File: src/rtl/shake_pkg.sv
// Shared constants, FSM state type and helpers for the SHAKE XOF output path.
package shake_pkg;

  localparam int unsigned SHAKE256_RATE = 1088;
  localparam int unsigned SHAKE128_RATE = 1344;
  localparam int unsigned DEFAULT_OUT_W = 64;

  typedef enum logic [2:0] {
    IDLE,
    REQ,
    WAIT_BLK,
    EMIT,
    DONE
  } state_e;

  function automatic int unsigned min_u(input int unsigned a, input int unsigned b);
    return (a < b) ? a : b;
  endfunction

endpackage

File: src/rtl/shake_blk_unload.sv
// Holds one squeeze block and unloads it MSB-first, OUT_W bits per shift.
module shake_blk_unload #(
  parameter int unsigned RATE  = 1088,
  parameter int unsigned OUT_W = 64
) (
  input  logic             clk,
  input  logic             reset,
  input  logic             load,
  input  logic [RATE-1:0]  load_data,
  input  logic             shift,
  output logic [OUT_W-1:0] top_word,
  output logic             blk_empty,
  output logic             blk_last
);

  localparam int unsigned NWORDS = RATE / OUT_W;
  localparam int unsigned IDX_W  = $clog2(NWORDS + 1);

  logic [RATE-1:0]  sr_q, sr_d;
  logic [IDX_W-1:0] word_idx_q, word_idx_d;

  // Shift register and word counter state
  always_ff @(posedge clk) begin
    if (reset) begin
      sr_q       <= '0;
      word_idx_q <= '0;
    end else begin
      sr_q       <= sr_d;
      word_idx_q <= word_idx_d;
    end
  end

  // Load takes priority; each shift exposes the next lower word at the top
  always_comb begin
    sr_d       = sr_q;
    word_idx_d = word_idx_q;
    if (load) begin
      sr_d       = load_data;
      word_idx_d = '0;
    end else if (shift) begin
      sr_d       = sr_q << OUT_W;
      word_idx_d = word_idx_q + IDX_W'(1);
    end
  end

  assign top_word  = sr_q[RATE-1 -: OUT_W];
  assign blk_empty = (word_idx_q == IDX_W'(NWORDS));
  // Word currently on top is the final one of this block
  assign blk_last  = (word_idx_q == IDX_W'(NWORDS - 1));

endmodule

File: src/rtl/shake_xof_truncator.sv
// Streams an out_len-bit SHAKE XOF digest as MSB-first words, pulling
// squeeze blocks on demand and zeroing the unused tail of the final word.
module shake_xof_truncator
  import shake_pkg::*;
#(
  parameter int unsigned RATE  = SHAKE256_RATE,
  parameter int unsigned OUT_W = DEFAULT_OUT_W,
  parameter int unsigned MAX_L = 4096,
  parameter int unsigned LEN_W = $clog2(MAX_L + 1)
) (
  input  logic                         clk,
  input  logic                         reset,
  input  logic                         start,
  input  logic [LEN_W-1:0]             out_len,
  output logic                         busy,
  output logic                         squeeze_req,
  input  logic                         blk_valid,
  output logic                         blk_ready,
  input  logic [RATE-1:0]              blk_data,
  output logic                         out_valid,
  input  logic                         out_ready,
  output logic [OUT_W-1:0]             out_data,
  output logic [$clog2(OUT_W+1)-1:0]   out_nbits,
  output logic                         out_last,
  output logic                         done
);

  localparam int unsigned NB_W = $clog2(OUT_W + 1);

  state_e           state_q, state_d;
  logic [LEN_W-1:0] rem_q, rem_d;
  logic [LEN_W-1:0] len_clamped;
  logic [NB_W-1:0]  nbits_w;
  logic [OUT_W-1:0] keep_mask;
  logic [OUT_W-1:0] top_word;
  logic             last_w;
  logic             blk_empty, blk_last;
  logic             load, shift;

  shake_blk_unload #(
    .RATE  (RATE),
    .OUT_W (OUT_W)
  ) u_unload (
    .clk       (clk),
    .reset     (reset),
    .load      (load),
    .load_data (blk_data),
    .shift     (shift),
    .top_word  (top_word),
    .blk_empty (blk_empty),
    .blk_last  (blk_last)
  );

  assign len_clamped = LEN_W'(min_u(32'(out_len), MAX_L));
  assign nbits_w     = NB_W'(min_u(32'(rem_q), OUT_W));
  assign last_w      = (32'(rem_q) <= OUT_W);
  // Ones in the top nbits_w positions; a full word shifts everything out
  assign keep_mask   = ~({OUT_W{1'b1}} >> nbits_w);

  // FSM state and remaining-bit counter
  always_ff @(posedge clk) begin
    if (reset) begin
      state_q <= IDLE;
      rem_q   <= '0;
    end else begin
      state_q <= state_d;
      rem_q   <= rem_d;
    end
  end

  // Next state and outputs; reset masks every output in its own cycle so an
  // abort issues nothing further
  always_comb begin
    state_d     = state_q;
    rem_d       = rem_q;
    busy        = 1'b0;
    squeeze_req = 1'b0;
    blk_ready   = 1'b0;
    out_valid   = 1'b0;
    out_data    = '0;
    out_nbits   = '0;
    out_last    = 1'b0;
    done        = 1'b0;
    load        = 1'b0;
    shift       = 1'b0;
    if (!reset) begin
      busy = (state_q != IDLE);
      case (state_q)
        IDLE: begin
          if (start) begin
            busy    = 1'b1;
            rem_d   = len_clamped;
            state_d = (len_clamped == '0) ? DONE : REQ;
          end
        end
        REQ: begin
          squeeze_req = 1'b1;
          state_d     = WAIT_BLK;
        end
        WAIT_BLK: begin
          blk_ready = 1'b1;
          if (blk_valid) begin
            load    = 1'b1;
            state_d = EMIT;
          end
        end
        EMIT: begin
          out_valid = 1'b1;
          out_data  = top_word & keep_mask;
          out_nbits = nbits_w;
          out_last  = last_w;
          if (out_ready) begin
            shift = ~blk_empty;
            rem_d = rem_q - LEN_W'(nbits_w);
            if (last_w)        state_d = DONE;
            else if (blk_last) state_d = REQ;
          end
        end
        DONE: begin
          done    = 1'b1;
          state_d = IDLE;
        end
        default: state_d = IDLE;
      endcase
    end
  end

endmodule

File: config.mk
export PLATFORM = sky130hd
export DESIGN_NAME = shake_xof_truncator
export DESIGN_NICKNAME = d
export VERILOG_FILES = /design/src/rtl/shake_pkg.sv /design/src/rtl/shake_blk_unload.sv /design/src/rtl/shake_xof_truncator.sv
export SDC_FILE = /design/constraint.sdc
export NUM_CORES = 2
export LEC_CHECK = 0
export CAP_MARGIN = 20
export CORE_AREA = 2 2 461 463
export CTS_CLUSTER_SIZE = 20
export DETAILED_ROUTE_END_ITERATION = 12
export DIE_AREA = 0 0 463 465
export SYNTH_ARGS = -nofsm -noshare
export SYNTH_HDL_FRONTEND = slang
export SYNTH_SLANG_ARGS = --single-unit
File: constraint.sdc
create_clock -name clk -period 3.37 [get_ports clk]
set_clock_uncertainty 0.15 [all_clocks]
set_input_delay 0.674 -clock clk [delete_from_list [all_inputs] [get_ports clk]]
set_output_delay 0.674 -clock clk [all_outputs]
set_load 0.02 [all_outputs]
Word-level counts from Yosys, hierarchy flattened
Cells that the tools add are included.

Eq/ne operators: 10. Muxes and demuxes: 37. Order comparisons: 3. Bitwise operators: 3. Shift-type cells: 1. Add/subtract/negate cells: 2. Reduce and logical (&&, ||, !) cells: 8.

Operators by type and width (number): 1088-bit two-way mux (2); 64-bit two-way mux (2); 64-bit AND (1); 64-bit inverter (1); 64-bit by 7-bit right shift with 64-bit output (first input constant) (1); 13-bit two-way mux (3); 13-bit case mux with 2 select lines (1); 7-bit two-way mux (3); 1-bit two-way mux (19); 3-bit two-way mux (6); 13-bit by 7-bit <= comparator with 1-bit output (second input constant) (1); 13-bit logical NOT (1); 13-bit less-than comparator (second input constant) (1); 13-bit by 7-bit less-than comparator with 1-bit output (second input constant) (1); 13-bit by 7-bit subtractor with 13-bit output (1); 3-bit case mux with 4 select lines (1); 5-bit == test (second input constant) (2); 3-bit by 2-bit == test with 1-bit output (second input constant) (2); 2-bit != test (second input constant) (3); 5-bit by 1-bit adder with 5-bit output (second input constant) (1); 4-bit AND reduction (1); 2-bit nonzero test (2); 3-bit by 1-bit == test with 1-bit output (second input constant) (1); 3-bit == test (second input constant) (1); 6 further kinds (6).

Bits in registers: 1109. Output and inout bits: 77. Word-level logic and storage cells: 68. Input bits: 1106.

Depth between registers and ports, before layout
Word-level depth: 7. Mapped depth: 11. Mapped depth without buffers: 8.

By module
A second synthesis with hierarchy kept.

Cell total of the unflattened synthesis: 5283. Area, all modules: 53420.0 sq um.

Modules (own cells, without submodules): shake_blk_unload (cells an instance 4931, area each 51145.3 sq um, instances 1, seq. area each 21881.0 sq um); shake_xof_truncator (cells an instance 352, area each 2274.7 sq um, instances 1, seq. area each 320.3 sq um).

Least setup slack after synthesis
Ideal clock, no wire load.

Kind: in2out. From: in reset. To: out out_data[55]. Required time: 2546 ps. Stages: 6. Arrival time: 2103 ps. Path slack: 443 ps. Buffers on the path: 2. Cell sequence: buf_2 > nand2b_4 > nor2_1 > clkbuf_1 > nand2_1 > a21oi_1.

Longest elaborated chain between the ends: 1.

RTL lines: start: declaration (line shake_xof_truncator.sv:12) `input logic reset,`; 64-bit two-way mux (line shake_xof_truncator.sv:86) `if (!reset) begin`; end: declaration (line shake_xof_truncator.sv:22) `output logic [OUT_W-1:0] out_data,`.

No other way between the ends.

Worst setup path after layout
From: reg rem_q[9]. To: out out_data[4].

Longest elaborated chain between the ends: 7.

RTL lines: start: declaration (line shake_xof_truncator.sv:31) `logic [LEN_W-1:0] rem_q, rem_d;`; start signal: assignment (line shake_xof_truncator.sv:67) `rem_q <= rem_d;`; 13-bit by 7-bit less-than comparator with 1-bit output (line shake_pkg.sv:17) `return (a < b) ? a : b;`; 7-bit two-way mux (line shake_pkg.sv:17); 64-bit by 7-bit right shift with 64-bit output (line shake_xof_truncator.sv:58) `assign keep_mask = ~({OUT_W{1'b1}} >> nbits_w);`; 64-bit inverter (line shake_xof_truncator.sv:58); 64-bit AND (line shake_xof_truncator.sv:109) `out_data = top_word & keep_mask;`; 64-bit two-way mux (line shake_xof_truncator.sv:88) `case (state_q)`; 64-bit two-way mux (line shake_xof_truncator.sv:86).

No other way between the ends.

==> results.json <==
{
  "status": "finished, violations left",
  "failed_checks": "negative setup slack",
  "dp_cells": 9956,
  "final.setup.tns_ns": -3.94,
  "drt-pass1-iter-count": 6,
  "coreArea_sq_um": 211000,
  "finalCoreUtilization_pct": 32.5,
  "synth_simple_gate_area_share_pct": 27.2,
  "synth-adder-area-share_pct": 0.130,
  "endpoint_class_of_the_critical_path": "primary output",
  "number_of_standard_cells_after_synthesis": 6351,
  "final-max-slew-violation-count": 0,
  "mappedNetlistArea_sq_um": 48000,
  "synthDominantAreaCellType": "dfxtp_1",
  "seqPwrFrac_pct": 43.2,
  "grt.overflow.total": 0,
  "post-dp-hpwl_um": 194000,
  "comb_power_share_pct": 13.0,
  "timing.final.hold_violations": 0,
  "ant_nets": 0,
  "postSynthRegisterBits": 1109,
  "maxcap_viol_count": 0,
  "die_height_um": 465,
  "num-fill-cells": 22200,
  "drc_errors": 0,
  "synthXorXnorAreaFrac_pct": 0.0912,
  "report.final.setup_viol": 47,
  "worst_setup_path_start_kind": "flip-flop",
  "number_of_global_route_vias_before_repair": 49500,
  "p_switching_mw": 9.04,
  "flow.area_growth_from_synthesis_pct": 42.7,
  "dieArea_sq_um": 215000,
  "initial_utilization_pct": 22.8,
  "synth-seq-area-share_pct": 46.2,
  "cp_max_fo": 8,
  "worst_skew_pair.late_latency_ns": 0.78,
  "clkTransAtPathRegs_ns": 0.06,
  "number_of_antenna_violations_at_the_first_check_in_global_routing": 74,
  "largest_net_degree_at_the_start_of_global_routing": 219,
  "avgRoutedWirePerCell_um": 24.9,
  "totalWireLength_um": 255000,
  "leakage_nw": 22.8,
  "layout_setup_ws_ns": -0.141,
  "synth-compound-area-share_pct": 20.8,
  "drt_iter0_markers": 5864,
  "synth_top_cell_area_share_pct": 46.2,
  "largest_family_of_logic_cells_by_synthesized_area": "simple AND/OR/NAND/NOR gates",
  "io_pins": 1183,
  "slew_hr_pct": 27.3,
  "synth_cell_types": 48,
  "viasPerCell": 5.07,
  "synth.mux.area_fraction_pct": 0,
  "buffer_ports.inserted": 1182,
  "sw_frac_of_total_pct": 27.0,
  "data_required_time_of_the_critical_path_ns": 2.55,
  "number_of_buffers_on_the_longest_clock_path": 3,
  "synthMostInstantiatedCell": "nand2_1",
  "synthesis.area_per_instance_sq_um": 7.56,
  "internal-power_mw": 24.4,
  "path_class": "reg2out",
  "synth-edff-count": 0,
  "num_vias": 52000,
  "synthTopCellsByCount": "nand2_1 (2,177), dfxtp_1 (1,109), nor2_1 (1,054), a311oi_1 (1,028), clkbuf_1 (404)",
  "clock_tree.root_cell": "clkbuf_16",
  "clock.fmax_ghz": 0.285,
  "routabilityCongestion": 0.947,
  "tightestPinTransition_ns": 1.09,
  "clock_power_share_pct": 43.9,
  "synthArstFlopShare_pct": 0,
  "grt.total_usage_pct": 22.4,
  "grt_setup_unrepaired": "yes",
  "synth_nets": 7462,
  "ctsHoldBuffers": 0,
  "layout_worst_path_cycle_share_pct": 104,
  "tritoncts": "done",
  "hp-class": "in2reg",
  "detailedPlace.worstSlack_ns": -0.0133,
  "tritoncts.num_buffers": 133,
  "yosysWarnings": 0,
  "clkSinkCount": 1109,
  "post_layout_instance_count_excluding_filler_cells": 10300,
  "powerDensity_nw_per_um2": 488,
  "finish.net_count": 8406,
  "ir_drop_uv": 474,
  "die_width_um": 463,
  "grt_pass1_wl_um": 356000,
  "ctsHtreeMaxLevel": 4,
  "drive_above_1_share_pct": 8.35,
  "post_synth_main_area_contributors": "dfxtp_1 (46%), a311oi_1 (19%), nand2_1 (17%)",
  "arrival_ns": 2.69,
  "hold_ws_ns": 0.289,
  "fin_crit_ns": 3.51,
  "num_rows": 169,
  "synth_ff_type": "dfxtp_1"
}
power by group through the flow:
| stage | Sequential [mW] | Clock, mW | Combinational (mW) |
|---|---|---|---|
| 2_1_floorplan | 14.3 | 0 | 1.65 |
| 3_3_place_gp | 14.7 | 0 | 3.91 |
| 3_5_place_dp | 14.7 | 0 | 3.91 |
| 4_1_cts | 14.4 | 15.0 | 4.21 |
| 5_1_grt | 14.5 | 15.5 | 4.60 |
| 6_report | 14.4 | 14.7 | 4.33 |
cells by family after synthesis:
group                    count (synthesis)
AND/OR/NAND/NOR                       3395
AO/OA/AOI/OAI                         1198
flip-flops                            1109
buffers and inverters                  637
XOR/XNOR                                 5
adder cells (fa/ha/maj)                  5
other                                    2
final timing paths:
| check | startpoint | to | slack [ns] | depth (start not counted) |
|---|---|---|---|---|
| max | rem_q[9] | out_data[4] | -0.14 | 8 |
| min reg2reg | u_unload.sr_q[401] | u_unload.sr_q[465] | 0.31 | 2 |
| min | reset | rem_q[8] | 0.29 | 3 |
| max reg2reg | u_unload.word_idx_q[1] | u_unload.sr_q[534] | 0.65 | 8 |
layout make-up:
| cell class | instances | area, sq um | share of cell area (%) |
|---|---|---|---|
| timing repair buffer | 1439 | 14700 | 21.4 |
| antenna | 44 | 110 | 0.161 |
| sequential | 1109 | 22200 | 32.4 |
| tap | 2821 | 3530 | 5.15 |
| inverter | 7 | 26.3 | 0.0383 |
| clock inverter | 45 | 522 | 0.761 |
| clock buffer | 188 | 3890 | 5.68 |
| multi-input combinational | 4605 | 23500 | 34.3 |
worst max-delay path, cell delays in order, from the launching register on:
cell     delay [ns]
dfxtp_4        0.35
or4_4          0.55
buf_6          0.14
nor3_4         0.19
buf_6          0.14
nor3_4         0.06
buf_12         0.16
and3_4         0.19
buf_12         0.13
what timing repair did:
item                       in CTS  in global routing
gates resized for setup       312                177
setup buffers                  16                 10
gates cloned                    3                  2
setup endpoints to repair      71                 69
pin swaps                      12                 21
sequential cells by signal, indices dropped and copies added, names as in the netlist:
register and flops:
u_unload.word_idx_q 5, rem_q 13, u_unload.sr_q 1088, state_q 3
routing by layer:
metal  track usage (%)  wire length (um)  vias to the layer above
met2              36.7            119000                     2332
li1                  -                 -                    24100
met5                 0               188                        -
met4              11.1             13300                       30
met3              4.13             16800                      451
met1              28.3            106000                    25100
placed cells by master (no fill, tap or decap), types with 8 or more instances in the layout:
master / count
buf_12: 66
buf_4: 183
clkinv_2: 18
nand2_1: 2171
and3_1: 18
clkbuf_1: 24
nor4_1: 9
clkbuf_8: 27
o21ai_2: 8
nand3_1: 71
a21oi_2: 15
dfxtp_1: 1100
and3_4: 18
dfxtp_2: 8
clkdlybuf4s50_1: 1105
diode_2: 44
a21oi_1: 89
nor2_1: 1048
clkbuf_16: 138
buf_6: 65
nor3_1: 12
a311oi_1: 1028
o21ai_0: 20
stage by stage:
stage | power (mW) | area (sq um)
floorplan | 15.9 | 48000
CTS | 33.6 | 67900
global route | 34.6 | 68500
detailed placement | 18.6 | 63300
global placement | 18.6 | 63300
finish | 33.5 | 68500
(Power assumes the default switching activity.)
